### config.mk
export PLATFORM = sky130hd
export DESIGN_NAME = mult_control
export DESIGN_NICKNAME = d
export VERILOG_FILES = /design/src/rtl/mult_control.sv
export SDC_FILE = /design/constraint.sdc
export NUM_CORES = 1
export LEC_CHECK = 0
export BUFFER_PORTS_ARGS = -buffer_cell sky130_fd_sc_hd__buf_4
export CORE_AREA = 2 2 39 41
export DETAILED_ROUTE_END_ITERATION = 7
export DIE_AREA = 0 0 41 43
export PLACE_DENSITY = 0.66
export SLEW_MARGIN = 30
export SYNTH_ARGS = -nofsm -noshare
export SYNTH_HDL_FRONTEND = slang
export SYNTH_SLANG_ARGS = --single-unit
### constraint.sdc
create_clock -name Clk -period 1.43 [get_ports Clk]
set_input_delay 0.286 -clock Clk [delete_from_list [all_inputs] [get_ports Clk]]
set_output_delay 0.286 -clock Clk [all_outputs]
set_load 0.05 [all_outputs]
### src/rtl/mult_control.sv
// Sequencer for the shift-add signed multiplier: steps the X:A:B chain through
// clear, N add/shift iterations (subtracting on the sign bit) and a hold state.
module mult_control #(
  parameter int N     = 8,
  parameter int CNT_W = $clog2(N + 1)
) (
  input  logic             Clk,
  input  logic             Reset_n,
  input  logic             Run,
  input  logic             ClearA_LoadB,
  input  logic             M,
  output logic             Clr_XA,
  output logic             Ld_B,
  output logic             Ld_XA,
  output logic             Fn,
  output logic             Shift_EN,
  output logic             Busy,
  output logic             Done,
  output logic [CNT_W-1:0] Iter
);

  localparam logic [2:0] S_IDLE  = 3'd0;
  localparam logic [2:0] S_CLR   = 3'd1;
  localparam logic [2:0] S_ADD   = 3'd2;
  localparam logic [2:0] S_SHIFT = 3'd3;
  localparam logic [2:0] S_HOLD  = 3'd4;

  localparam logic [CNT_W-1:0] LAST_ITER = CNT_W'(N - 1);

  logic [2:0]       r_state;
  logic [2:0]       w_next;
  logic [CNT_W-1:0] r_iter;
  logic             r_done;
  logic             w_last;

  assign w_last = (r_iter == LAST_ITER);

  always_comb begin
    w_next = r_state;
    case (r_state)
      S_IDLE:  if (!ClearA_LoadB && Run) w_next = S_CLR;
      S_CLR:   w_next = S_ADD;
      S_ADD:   w_next = S_SHIFT;
      S_SHIFT: w_next = w_last ? S_HOLD : S_ADD;
      S_HOLD:  if (!Run) w_next = S_IDLE;
      default: w_next = S_IDLE;
    endcase
  end

  always_ff @(posedge Clk or negedge Reset_n) begin
    if (!Reset_n) begin
      r_state <= S_IDLE;
      r_iter  <= '0;
      r_done  <= 1'b0;
    end else begin
      r_state <= w_next;
      // Done fires on the SHIFT->HOLD transition only, so it is a single pulse.
      r_done  <= (r_state == S_SHIFT) && w_last;
      if (r_state == S_CLR)
        r_iter <= '0;
      else if (r_state == S_SHIFT && !w_last)
        r_iter <= r_iter + 1'b1;
    end
  end

  // Gating with Reset_n keeps the Mealy IDLE outputs quiet while reset is held.
  assign Clr_XA   = Reset_n && (((r_state == S_IDLE) && ClearA_LoadB) || (r_state == S_CLR));
  assign Ld_B     = Reset_n && (r_state == S_IDLE) && ClearA_LoadB;
  assign Ld_XA    = Reset_n && (r_state == S_ADD) && M;
  assign Fn       = Reset_n && (r_state == S_ADD) && w_last;
  assign Shift_EN = Reset_n && (r_state == S_SHIFT);
  assign Busy     = Reset_n && ((r_state == S_CLR) || (r_state == S_ADD) || (r_state == S_SHIFT));
  assign Done     = r_done;
  assign Iter     = r_iter;

endmodule

== Word-level counts from Yosys, hierarchy flattened ==
Cells that the tools add are included.
W data, S select, Z words.
Cells by class
  $add $sub $neg: 1
  equality and inequality tests: 7
  muxes and demuxes: 6
  reduce and logical (&&, ||, !) cells: 20
Operators by type and width (count)
  $pmux W3 S5: 1
  $logic_and A1 B1 Y1: 12
  $mux W3: 3
  $mux W4: 2
  $eq A3 B2 Y1 const B: 2
  $add A4 B1 Y4 const B: 1
  $eq A4 B3 Y1 const B: 1
  $ne A2 B2 Y1 const B: 2
  $eq A3 B1 Y1 const B: 1
  $eq A3 B3 Y1 const B: 1
  $logic_not A3 Y1: 1
  $logic_or A1 B1 Y1: 3
  $logic_not A1 Y1: 2
  $reduce_and A2 Y1: 1
  $reduce_bool A2 Y1: 1
Storage, ports and cells
  bits in registers: 8
  input bits: 5
  word-level logic and storage cells: 37

== Logic depth before layout (Yosys ltp) ==
  depth after elaboration: 5
  gate-level depth with buffers: 4
  depth with buffers taken out: 4

== Worst setup path before layout ==
Ideal clock, no wire load.
  path type: register to output
  from: reg r_iter[0] (netlist: Iter[0])
  to: out Fn
  data arrival time: 2.173 ns
  slack: -1.029 ns
  stages on the path, launching flop included: 4
  cell sequence: dfrtp_1 -> ha_1 -> nand3b_1 -> nor3_1
Between the ends
  longest elaborated chain between the ends: 2
RTL lines
  start: declaration: line 32  | logic [CNT_W-1:0] r_iter;
  start signal: assignment: line 62  | r_iter <= r_iter + 1'b1;
  $eq A4 B3 Y1: line 36  | assign w_last = (r_iter == LAST_ITER);
  $logic_and A1 B1 Y1: line 70  | assign Fn = Reset_n && (r_state == S_ADD) && w_last;
  end: declaration: line 15  | output logic Fn,
No other way between the ends.

== Worst setup path after layout ==
  from: reg r_state[2]
  to: out Ld_XA
Between the ends
  longest elaborated chain between the ends: 3
RTL lines
  start: declaration: line 30  | logic [2:0] r_state;
  start signal: assignment: line 56  | r_state <= w_next;
  $eq A3 B2 Y1: line 69  | assign Ld_XA = Reset_n && (r_state == S_ADD) && M;
  $logic_and A1 B1 Y1 (2 in a row): line 69
  end: declaration: line 14  | output logic Ld_XA,
No other way between the ends.

==> out/metrics.cfg <==
[run_status]
status = finished, violations left
violations = negative setup slack

[power_and_ir_drop]
p_leak_nw = 0.370
power.density_mw_per_mm2 = 1840
finalPower_mw = 1.51
vdd_drop_max_uv = 884

[clock_tree]
root_buffer = clkbuf_4
clock_latency_ps = 260
cts_tree = yes
clk_path_buf_depth = 2
cts_buffers = 3
htreeDepth = 1
clk_pin_slew_ps = 50
cts_sinks = 8

[timing]
fin_skew_ps = 9.38
finalSetupTns_ps = -764
worst_slack_ps = -200
setup_viol_count_final = 6
rsz0062_at_grt = true
period_needed_ps = 1630
period_share_pct = 114
worstMarginPinSlew_ps = 223
whs_ps = 283
max-slew-margin-rel_pct = 85.1
drv_slew = 0
finalHoldViolCount = 0
fmax_mhz = 614

[layout]
antennaDiodeCount = 0
area_growth_pct = 77.0
final_cell_mix = buf_4, buf_6, nand3_1
fin_nets = 88
final_common_cell = buf_4
utilization_pct = 59.0
drive_above_1_share_pct = 58.8

[grt]
grt_pass1_vias = 491
antenna_found_initial = 0
grt_start_max_net_pins = 8
grt_overflow = 0
grt_usage_pct = 18.8
grt_pass1_wl_um = 2200

[drt]
drt-initial-drc-count = 5
wl_per_cell_um = 13.2
drt.antenna.violating_nets = 0
drt_wl_total_um = 1270
num_vias = 480
drc = 0
dr.pass1.iters = 3
vias_per_cell = 5.00

[setup_path]
slowest_delay_ps = 380
reg2reg_slack_ps = 120
rr_endpoint = Iter[3]
start_kind = flip-flop
cp_data_arrival_time_ps = 1340
crit_fanout = 3
setup.worst_path.end_class = primary output
crit_chain = and2b_1, nand2_2, nor3b_4, buf_6
required_ps = 1140
cp_slowest_cell = dfrtp_1
reg2reg_depth = 4
worstReg2RegStart = r_state[0]
path_class = reg -> out

[synth]
synth_cells = 51
ys_warn_count = 0
avgSynthCellArea_sq_um = 9.05
syn_area_sq_um = 462
ys_seq_area_share_pct = 43.4
ys_types = 23
syn_nets = 57
ys_ff_latch = 8

[die]
core_area_sq_mm = 0.00138
rows = 14
die_h_um = 43
start_util_pct = 33.4
io_pins = 16
die_area_sq_mm = 0.00176
fp.dieW_um = 41

[worst_hold_path]
worstHoldStart = Run
min_to = r_state[2]
hold_class = in -> reg
hold-path-cell-count = 2

[flow_run]
max-cap-violations = 0

[placement]
place.detailed.hpwl_um = 896
port_buffers = 15
dp_slack_ps = 61.7
gp_congestion = 0.706

==> critical path: cells and delay by family, from the launching register on <==
| kind | cells | cell delay (ps) |
|---|---|---|
| flip-flops | 1 | 380 |
| buffers and inverters | 1 | 180 |
| AND/OR/NAND/NOR | 3 | 530 |
==> where the power goes <==
group	total, mW	switching, mW	internal [mW]
logic	0.921	0.550	0.372
clock network	0.174	0.0781	0.0961
registers	0.410	0.0987	0.312
total	1.51	0.726	0.780
==> timing repair <==
item,4_1_cts,5_1_grt
gates cloned,0,0
gates resized for setup,12,0
pin swaps,0,3
setup buffers,1,2
hold buffers,1,0
setup endpoints to repair,6,6
endpoints found under the hold margin,8,0
==> Yosys cell counts, drive strengths merged <==
| cell type | n | area, sq um |
|---|---|---|
| a31o | 1 | 8.76 |
| nor4 | 1 | 6.26 |
| and3b | 1 | 10.0 |
| ha | 1 | 12.5 |
| nor2 | 4 | 15.0 |
| nor3 | 4 | 20.0 |
| a21oi | 3 | 15.0 |
| dfrtp | 8 | 200 |
| inv | 1 | 3.75 |
| nand3b | 1 | 7.51 |
| buf | 2 | 12.5 |
| or4 | 1 | 7.51 |
| nand4b | 1 | 8.76 |
| and2b | 2 | 15.0 |
| and3 | 3 | 18.8 |
| nand2b | 3 | 26.3 |
| nand4 | 1 | 6.26 |
| nand2 | 4 | 15.0 |
| nand3 | 8 | 45.0 |
| nor3b | 1 | 7.51 |
==> metrics by stage <==
step / area [sq um] / instances
floorplan: 539 / 51
global placement: 721 / 89
detailed placement: 721 / 89
CTS: 802 / 94
global route: 817 / 96
finish: 817 / 96
==> cell families after synthesis <==
family | share of synthesized area [%]
AO/OA/AOI/OAI | 5.15
adder cells (fa/ha/maj) | 2.71
AND/OR/NAND/NOR | 45.3
buffers and inverters | 3.52
flip-flops | 43.4
==> worst max-delay path by stage <==
| stage | from | end | slack (ps) | cells after the start |
|---|---|---|---|---|
| finish | r_state[2] | Ld_XA | -200 | 4 |
| global route | r_state[2] | Ld_XA | -290 | 4 |
| CTS | r_state[2] | Ld_XA | -180 | 4 |
| detailed placement | r_state[0] | Iter[3] | 60 | 4 |
| global placement | r_state[0] | Iter[3] | 80 | 4 |
| floorplan | Iter[1] | Fn | -250 | 3 |
==> flip-flops by register name, summed over array words and instances, names as in the netlist <==
signal   flops
Done         1
Iter         4
r_state      3
==> area by class of cell <==
cell class | instances | area [sq um]
Fill cell | 131 | 567
Sequential cell | 8 | 206
Tap cell | 16 | 20.0
Multi-Input combinational cell | 40 | 322
Timing Repair Buffer | 28 | 243
Inverter | 1 | 3.75
Clock buffer | 3 | 22.5
==> metal layers <==
metal | GRT usage, % | vias to the layer above | wire length, um
li1 | - | 244 | -
met1 | 23.6 | 223 | 532
met2 | 29.1 | 11 | 669
met3 | 3.66 | 2 | 53
met4 | 10.0 | 0 | 11
met5 | 0 | - | 0
Note: power is estimated with default switching activity, not from simulation.
